===== config.mk =====
export PLATFORM = sky130hd
export DESIGN_NAME = decode_stage
export DESIGN_NICKNAME = d
export VERILOG_FILES = /design/src/rtl/decode_pkg.sv /design/src/rtl/decode_scoreboard.sv /design/src/rtl/decode_stage.sv
export SDC_FILE = /design/constraint.sdc
export NUM_CORES = 1
export LEC_CHECK = 0
export CAP_MARGIN = 20
export CORE_ASPECT_RATIO = 0.8
export CORE_MARGIN = 4
export CORE_UTILIZATION = 35
export CTS_BUF_LIST = sky130_fd_sc_hd__clkbuf_16
export DETAILED_ROUTE_END_ITERATION = 6
export GPL_TIMING_DRIVEN = 0
export PLACE_DENSITY = 0.79
export RECOVER_POWER = 50
export SLEW_MARGIN = 20
export SYNTH_ARGS = -nofsm -noshare
export SYNTH_HDL_FRONTEND = slang
export SYNTH_SLANG_ARGS = --single-unit

===== constraint.sdc =====
create_clock -name clk -period 3.9 [get_ports clk]
set_input_delay 0.585 -clock clk [delete_from_list [all_inputs] [get_ports clk]]
set_output_delay 0.585 -clock clk [all_outputs]
set_load 0.05 [all_outputs]

===== src/rtl/decode_pkg.sv =====
// Shared definitions for the ARM data-processing decode stage: instruction
// field positions, opcode encodings and the rotated-immediate helper.
package decode_pkg;

  localparam int COND_HI = 31;
  localparam int COND_LO = 28;
  localparam int I_BIT   = 25;
  localparam int OPC_HI  = 24;
  localparam int OPC_LO  = 21;
  localparam int S_BIT   = 20;
  localparam int RN_HI   = 19;
  localparam int RN_LO   = 16;
  localparam int RD_HI   = 15;
  localparam int RD_LO   = 12;
  localparam int ROT_HI  = 11;
  localparam int ROT_LO  = 8;
  localparam int IMM_HI  = 7;
  localparam int IMM_LO  = 0;
  localparam int RM_HI   = 3;
  localparam int RM_LO   = 0;

  typedef enum logic [3:0] {
    OP_AND = 4'h0, OP_EOR = 4'h1, OP_SUB = 4'h2, OP_RSB = 4'h3,
    OP_ADD = 4'h4, OP_ADC = 4'h5, OP_SBC = 4'h6, OP_RSC = 4'h7,
    OP_TST = 4'h8, OP_TEQ = 4'h9, OP_CMP = 4'hA, OP_CMN = 4'hB,
    OP_ORR = 4'hC, OP_MOV = 4'hD, OP_BIC = 4'hE, OP_MVN = 4'hF
  } opcode_e;

  // Rotate right of a 32-bit value by n equals the low word of {x,x} >> n.
  function automatic logic [31:0] rot_imm(input logic [7:0] imm8, input logic [3:0] rot);
    logic [63:0] dbl;
    logic [4:0]  amt;
    amt = {rot, 1'b0};
    dbl = {24'd0, imm8, 24'd0, imm8} >> amt;
    return dbl[31:0];
  endfunction

endpackage


===== src/rtl/decode_scoreboard.sv =====
// Pending-write mask for the decode stage: one bit per architectural register
// whose result is still in flight.
module decode_scoreboard (
  input  logic        clk,
  input  logic        rst,
  input  logic        set_en,
  input  logic [3:0]  set_addr,
  input  logic        clr_en,
  input  logic [3:0]  clr_addr,
  input  logic        kill_en,
  input  logic [3:0]  kill_addr,
  output logic [15:0] pending
);

  logic [15:0] pending_nxt;

  // Order sets priority: a new issue beats a retiring write, a flush beats both.
  always_comb begin
    pending_nxt = pending;
    if (clr_en)  pending_nxt[clr_addr]  = 1'b0;
    if (set_en)  pending_nxt[set_addr]  = 1'b1;
    if (kill_en) pending_nxt[kill_addr] = 1'b0;
  end

  always_ff @(posedge clk) begin
    if (rst) pending <= '0;
    else     pending <= pending_nxt;
  end

endmodule


===== src/rtl/decode_stage.sv =====
// Decode stage for ARM data-processing instructions with a register scoreboard.
// Optional build macro DECODE_FWD_EN forwards the writeback port into operands.
module decode_stage
  import decode_pkg::*;
#(
  parameter logic [3:0]  PC_REG   = 4'd15,
  parameter logic [31:0] PC_AHEAD = 32'd8
) (
  input  logic        clk,
  input  logic        rst,
  input  logic        in_valid,
  output logic        in_ready,
  input  logic [31:0] instr,
  input  logic [31:0] pc_in,
  output logic [3:0]  read_addr1,
  output logic [3:0]  read_addr2,
  input  logic [31:0] read_data1,
  input  logic [31:0] read_data2,
  input  logic        wb_we,
  input  logic [3:0]  wb_addr,
  input  logic [31:0] wb_data,
  input  logic        flush,
  output logic        out_valid,
  input  logic        out_ready,
  output logic [3:0]  cond,
  output logic [3:0]  opcode,
  output logic        set_flags,
  output logic        use_imm,
  output logic [3:0]  rd,
  output logic        rd_we,
  output logic [31:0] rn_val,
  output logic [31:0] op2_val
);

  logic [3:0]  rn_f, rm_f, rd_f, opc_f;
  logic        imm_f;
  logic        rn_used, rm_used, rn_fwd, rm_fwd, hazard, xfer, rd_we_d;
  logic [31:0] pc_ahead, rn_val_d, op2_val_d;
  logic [15:0] pending;

  logic        vld_p1, rd_we_p1, set_flags_p1, use_imm_p1;
  logic [3:0]  cond_p1, opcode_p1, rd_p1;
  logic [31:0] rn_val_p1, op2_val_p1;

  assign rn_f  = instr[RN_HI:RN_LO];
  assign rm_f  = instr[RM_HI:RM_LO];
  assign rd_f  = instr[RD_HI:RD_LO];
  assign opc_f = instr[OPC_HI:OPC_LO];
  assign imm_f = instr[I_BIT];

  assign read_addr1 = rn_f;
  assign read_addr2 = rm_f;

  // MOV/MVN ignore Rn; an immediate second operand means Rm is not read.
  assign rn_used = !(opc_f == OP_MOV || opc_f == OP_MVN);
  assign rm_used = !imm_f;
  assign rd_we_d = (opc_f[3:2] != 2'b10);
  assign pc_ahead = pc_in + PC_AHEAD;

`ifdef DECODE_FWD_EN
  assign rn_fwd = wb_we && (wb_addr == rn_f) && (rn_f != PC_REG);
  assign rm_fwd = wb_we && (wb_addr == rm_f) && (rm_f != PC_REG);
  logic [1:0] unused_bits;
  assign unused_bits = instr[27:26];
`else
  assign rn_fwd = 1'b0;
  assign rm_fwd = 1'b0;
  logic [33:0] unused_bits;
  assign unused_bits = {instr[27:26], wb_data};
`endif

  always_comb begin
    rn_val_d = read_data1;
    if (rn_f == PC_REG) rn_val_d = pc_ahead;
`ifdef DECODE_FWD_EN
    else if (rn_fwd)    rn_val_d = wb_data;
`endif
    op2_val_d = read_data2;
    if (imm_f)               op2_val_d = rot_imm(instr[IMM_HI:IMM_LO], instr[ROT_HI:ROT_LO]);
    else if (rm_f == PC_REG) op2_val_d = pc_ahead;
`ifdef DECODE_FWD_EN
    else if (rm_fwd)         op2_val_d = wb_data;
`endif
  end

  assign hazard = (rn_used && (rn_f != PC_REG) && pending[rn_f] && !rn_fwd) ||
                  (rm_used && (rm_f != PC_REG) && pending[rm_f] && !rm_fwd);

  assign in_ready = !rst && (!vld_p1 || out_ready) && !hazard && !flush;
  assign xfer     = in_valid && in_ready;

  decode_scoreboard u_sb (
    .clk       (clk),
    .rst       (rst),
    .set_en    (xfer && rd_we_d),
    .set_addr  (rd_f),
    .clr_en    (wb_we),
    .clr_addr  (wb_addr),
    .kill_en   (flush && vld_p1 && rd_we_p1),
    .kill_addr (rd_p1),
    .pending   (pending)
  );

  // ---- stage p1: decoded instruction handed to execute ----
  always_ff @(posedge clk) begin
    if (rst) begin
      vld_p1       <= 1'b0;
      cond_p1      <= '0;
      opcode_p1    <= '0;
      set_flags_p1 <= 1'b0;
      use_imm_p1   <= 1'b0;
      rd_p1        <= '0;
      rd_we_p1     <= 1'b0;
      rn_val_p1    <= '0;
      op2_val_p1   <= '0;
    end else begin
      if (flush)                      vld_p1 <= 1'b0;
      else if (xfer)                  vld_p1 <= 1'b1;
      else if (vld_p1 && out_ready)   vld_p1 <= 1'b0;
      if (xfer) begin
        cond_p1      <= instr[COND_HI:COND_LO];
        opcode_p1    <= opc_f;
        set_flags_p1 <= instr[S_BIT];
        use_imm_p1   <= imm_f;
        rd_p1        <= rd_f;
        rd_we_p1     <= rd_we_d;
        rn_val_p1    <= rn_val_d;
        op2_val_p1   <= op2_val_d;
      end
    end
  end

  assign out_valid = vld_p1;
  assign cond      = cond_p1;
  assign opcode    = opcode_p1;
  assign set_flags = set_flags_p1;
  assign use_imm   = use_imm_p1;
  assign rd        = rd_p1;
  assign rd_we     = rd_we_p1;
  assign rn_val    = rn_val_p1;
  assign op2_val   = op2_val_p1;

endmodule


==> metrics.cfg <==
[drt]
detailedRoute.firstPassIterationCount = 5
detailedRoute.firstIterationViolations = 777
routed_wire_length_per_instance_um = 22.8
final_antenna_net_count = 0
route.vias.total = 6998
post-route-drc-count = 0
post_drt_via_cell_ratio = 5.86
postRouteWirelength_um = 27200

[setup_path]
reg2reg_slack_ps = 1200
critical_path.max_fanout = 10
worstSetupPathType = in2reg
worstSetupStartpointType = input pin
endpoint_kind = register
worst-endpoint-arrival_ps = 3820
cp_data_required_time_ps = 4190
r2r_start = u_sb.pending[14]
rr_endpoint = op2_val[4]
r2r.worst_path.cells = 7

[placed_design]
io_port_bufs = 215
globalplace.congestion = 1.01
postPlaceCellArea_um2 = 8240
place.detailed.hpwl_um = 21500

[sta]
finalHoldViolations = 0
achievable-frequency_mhz = 284
finalWorstPathRequiredPeriod_ps = 3530
final.setup.tns_ps = 0
setup_violations = 0
worstMarginPinSlew_ps = 859
finalCritPeriodShare_pct = 90.4
hold-worst-slack_ps = 451
timing.final.max_slew_violations = 0
fin_skew_ps = 9.73
grt_setup_unrepaired = false
max-slew-margin-rel_pct = 41.2

[cells_and_area]
area.growth.synth_to_final_pct = 46.4
design.final.nets = 1145
insertedDiodeCount = 0
final_design_area_no_fill_um2 = 8520
finalCoreUtilization_pct = 53.1
layout_commonest_cell = sky130_fd_sc_hd__clkdlybuf4s50_1
most_frequent_cells_in_the_layout = sky130_fd_sc_hd__clkdlybuf4s50_1 (126), sky130_fd_sc_hd__nand2_1 (96), sky130_fd_sc_hd__dfxtp_1 (96)
final_layout_size_suffix_gt1_share_pct = 7.35

[hold_path]
worstHoldStart = set_flags
hold-path-endpoint = set_flags
timing.hold.worst_path_depth = 2
min_path_type = reg2reg

[floorplanning]
dieWidth_um = 152
core.rowCount = 41
ioPinCount = 259
die-height_um = 123
core_um2 = 16100
floorplan.initialDensity_pct = 36.2
fp.dieArea_um2 = 18800

[global_routing]
first_global_vias = 6568
antenna_found_initial = 0
grt-ovfl-total = 0
grt_use_total_pct = 27.8
first_pass_grt_wire_length_um = 39900
grt_start_max_net_pins = 19

[cts]
clk_path_buf_depth = 2
postCtsSetupRepairBufs = 0
cts_bufs_inserted = 9
h-tree-depth = 3
tritoncts = built
clock_latency_ps = 360
cts.sinks = 96
ctsHoldBuffers = 0
ctsResizeCount = 1
cts.root.buffer_cell = sky130_fd_sc_hd__clkbuf_16
worst_setup_hold_path_clk_slew_ps = 80

[yosys]
number_of_enable_type_register_cells_in_the_synthesized_netlist = 0
ys_dominant_reg_cell = sky130_fd_sc_hd__dfxtp_1
synth_seq_area_share_pct = 33.0
synth.avg_cell_area_um2 = 7.78
ys_types = 62
synthArstFlopShare_pct = 0
post_synth_inst_count = 748
synth.yosys.warnings = 0
synthesis.area_um2 = 5820
synth_nets = 919
ys_ff_latch = 96

[power]
p_total_mw = 2.65
total_leakage_power_nw = 3.15
cellPowerDensity_nw_per_um2 = 311
ir_drop_mv = 0.187

[flow_run]
max_cap_viol_count = 0

[status]
outcome = completed

[flip-flops by register name, summed over array words and instances (netlist names), 4 cells and up]
| register | cells |
|---|---|
| opcode | 4 |
| u_sb.pending | 16 |
| cond | 4 |
| rd | 4 |
| op2_val | 32 |
| rn_val | 32 |
[cells in the mapped netlist, drive strengths merged, types with 10 or more instances]
master | number | share of area (%)
dfxtp | 96 | 33
nor2 | 87 | 5.6
buf | 30 | 3.0
nor3 | 28 | 2.4
nand4 | 15 | 1.6
nor2b | 10 | 1.1
xnor2 | 16 | 2.4
a31oi | 11 | 1.2
a211oi | 38 | 5.1
o211ai | 20 | 2.6
mux2i | 17 | 2.9
a21oi | 47 | 4.0
nand2b | 15 | 1.6
clkbuf | 37 | 2.4
xor2 | 10 | 1.5
nand3 | 31 | 2.7
a31o | 11 | 1.7
o21ai | 20 | 1.7
nand2 | 96 | 6.2
[per-stage QoR]
step           std cells  setup slack [ps]
3_5_place_dp        1178             -66.2
5_1_grt             1194               144
4_1_cts             1194               211
3_3_place_gp        1178             -64.3
6_report            1194               374
2_1_floorplan        748               523
[worst max-delay path, stage by stage]
cell	delay, ps
sky130_fd_sc_hd__clkdlybuf4s50_1	630
sky130_fd_sc_hd__and4_1	290
sky130_fd_sc_hd__buf_2	190
sky130_fd_sc_hd__nor2_1	360
sky130_fd_sc_hd__a41oi_2	260
sky130_fd_sc_hd__nand4bb_1	270
sky130_fd_sc_hd__buf_2	330
sky130_fd_sc_hd__clkbuf_1	610
sky130_fd_sc_hd__nand2_1	120
sky130_fd_sc_hd__a21oi_1	170
[where the power goes]
| part | internal [mW] | switching [mW] | leakage, nW |
|---|---|---|---|
| registers | 1.02 | 0.0230 | 0.780 |
| logic | 0.274 | 0.441 | 2.23 |
| clock network | 0.449 | 0.446 | 0.142 |
[layout make-up]
class	instances	area [µm²]
Clock inverter	7	61.3
Multi-Input combinational cell	579	3560
Buffer	67	314
Inverter	6	22.5
Tap cell	215	269
Sequential cell	96	1920
Clock buffer	9	225
Fill cell	1585	7530
Timing Repair Buffer	215	2150
[worst max path at each step]
stage	startpoint	end	slack [ps]	cells past startpoint
2_1_floorplan	instr[2]	in_ready	520	5
3_3_place_gp	instr[1]	in_ready	-60	7
3_5_place_dp	instr[1]	in_ready	-70	7
4_1_cts	instr[1]	in_ready	210	7
5_1_grt	instr[1]	op2_val[4]	140	9
6_report	instr[1]	cond[1]	370	10
[routing by layer]
metal	wire length [µm]	GRT usage (%)	part of all wire [%]	up-vias
met1	11800	38.5	43	3279
met2	11300	40.4	42	458
met5	0	0	0	-
li1	-	-	-	3223
met3	3680	11.7	14	38
met4	448	6.29	1.6	0
[cell families (layout without fill, tap and decap cells)]
kind of cell / after synthesis / after routing / synth area share (%)
AO/OA/AOI/OAI: 203 / 203 / 24.9
adder cells (fa/ha/maj): 1 / 1 / 0.215
flip-flops: 96 / 96 / 33.0
multiplexers: 27 / 27 / 5.83
buffers and inverters: 73 / 304 / 5.78
AND/OR/NAND/NOR: 322 / 322 / 26.4
XOR/XNOR: 26 / 26 / 3.91
(Power assumes the default switching activity.)
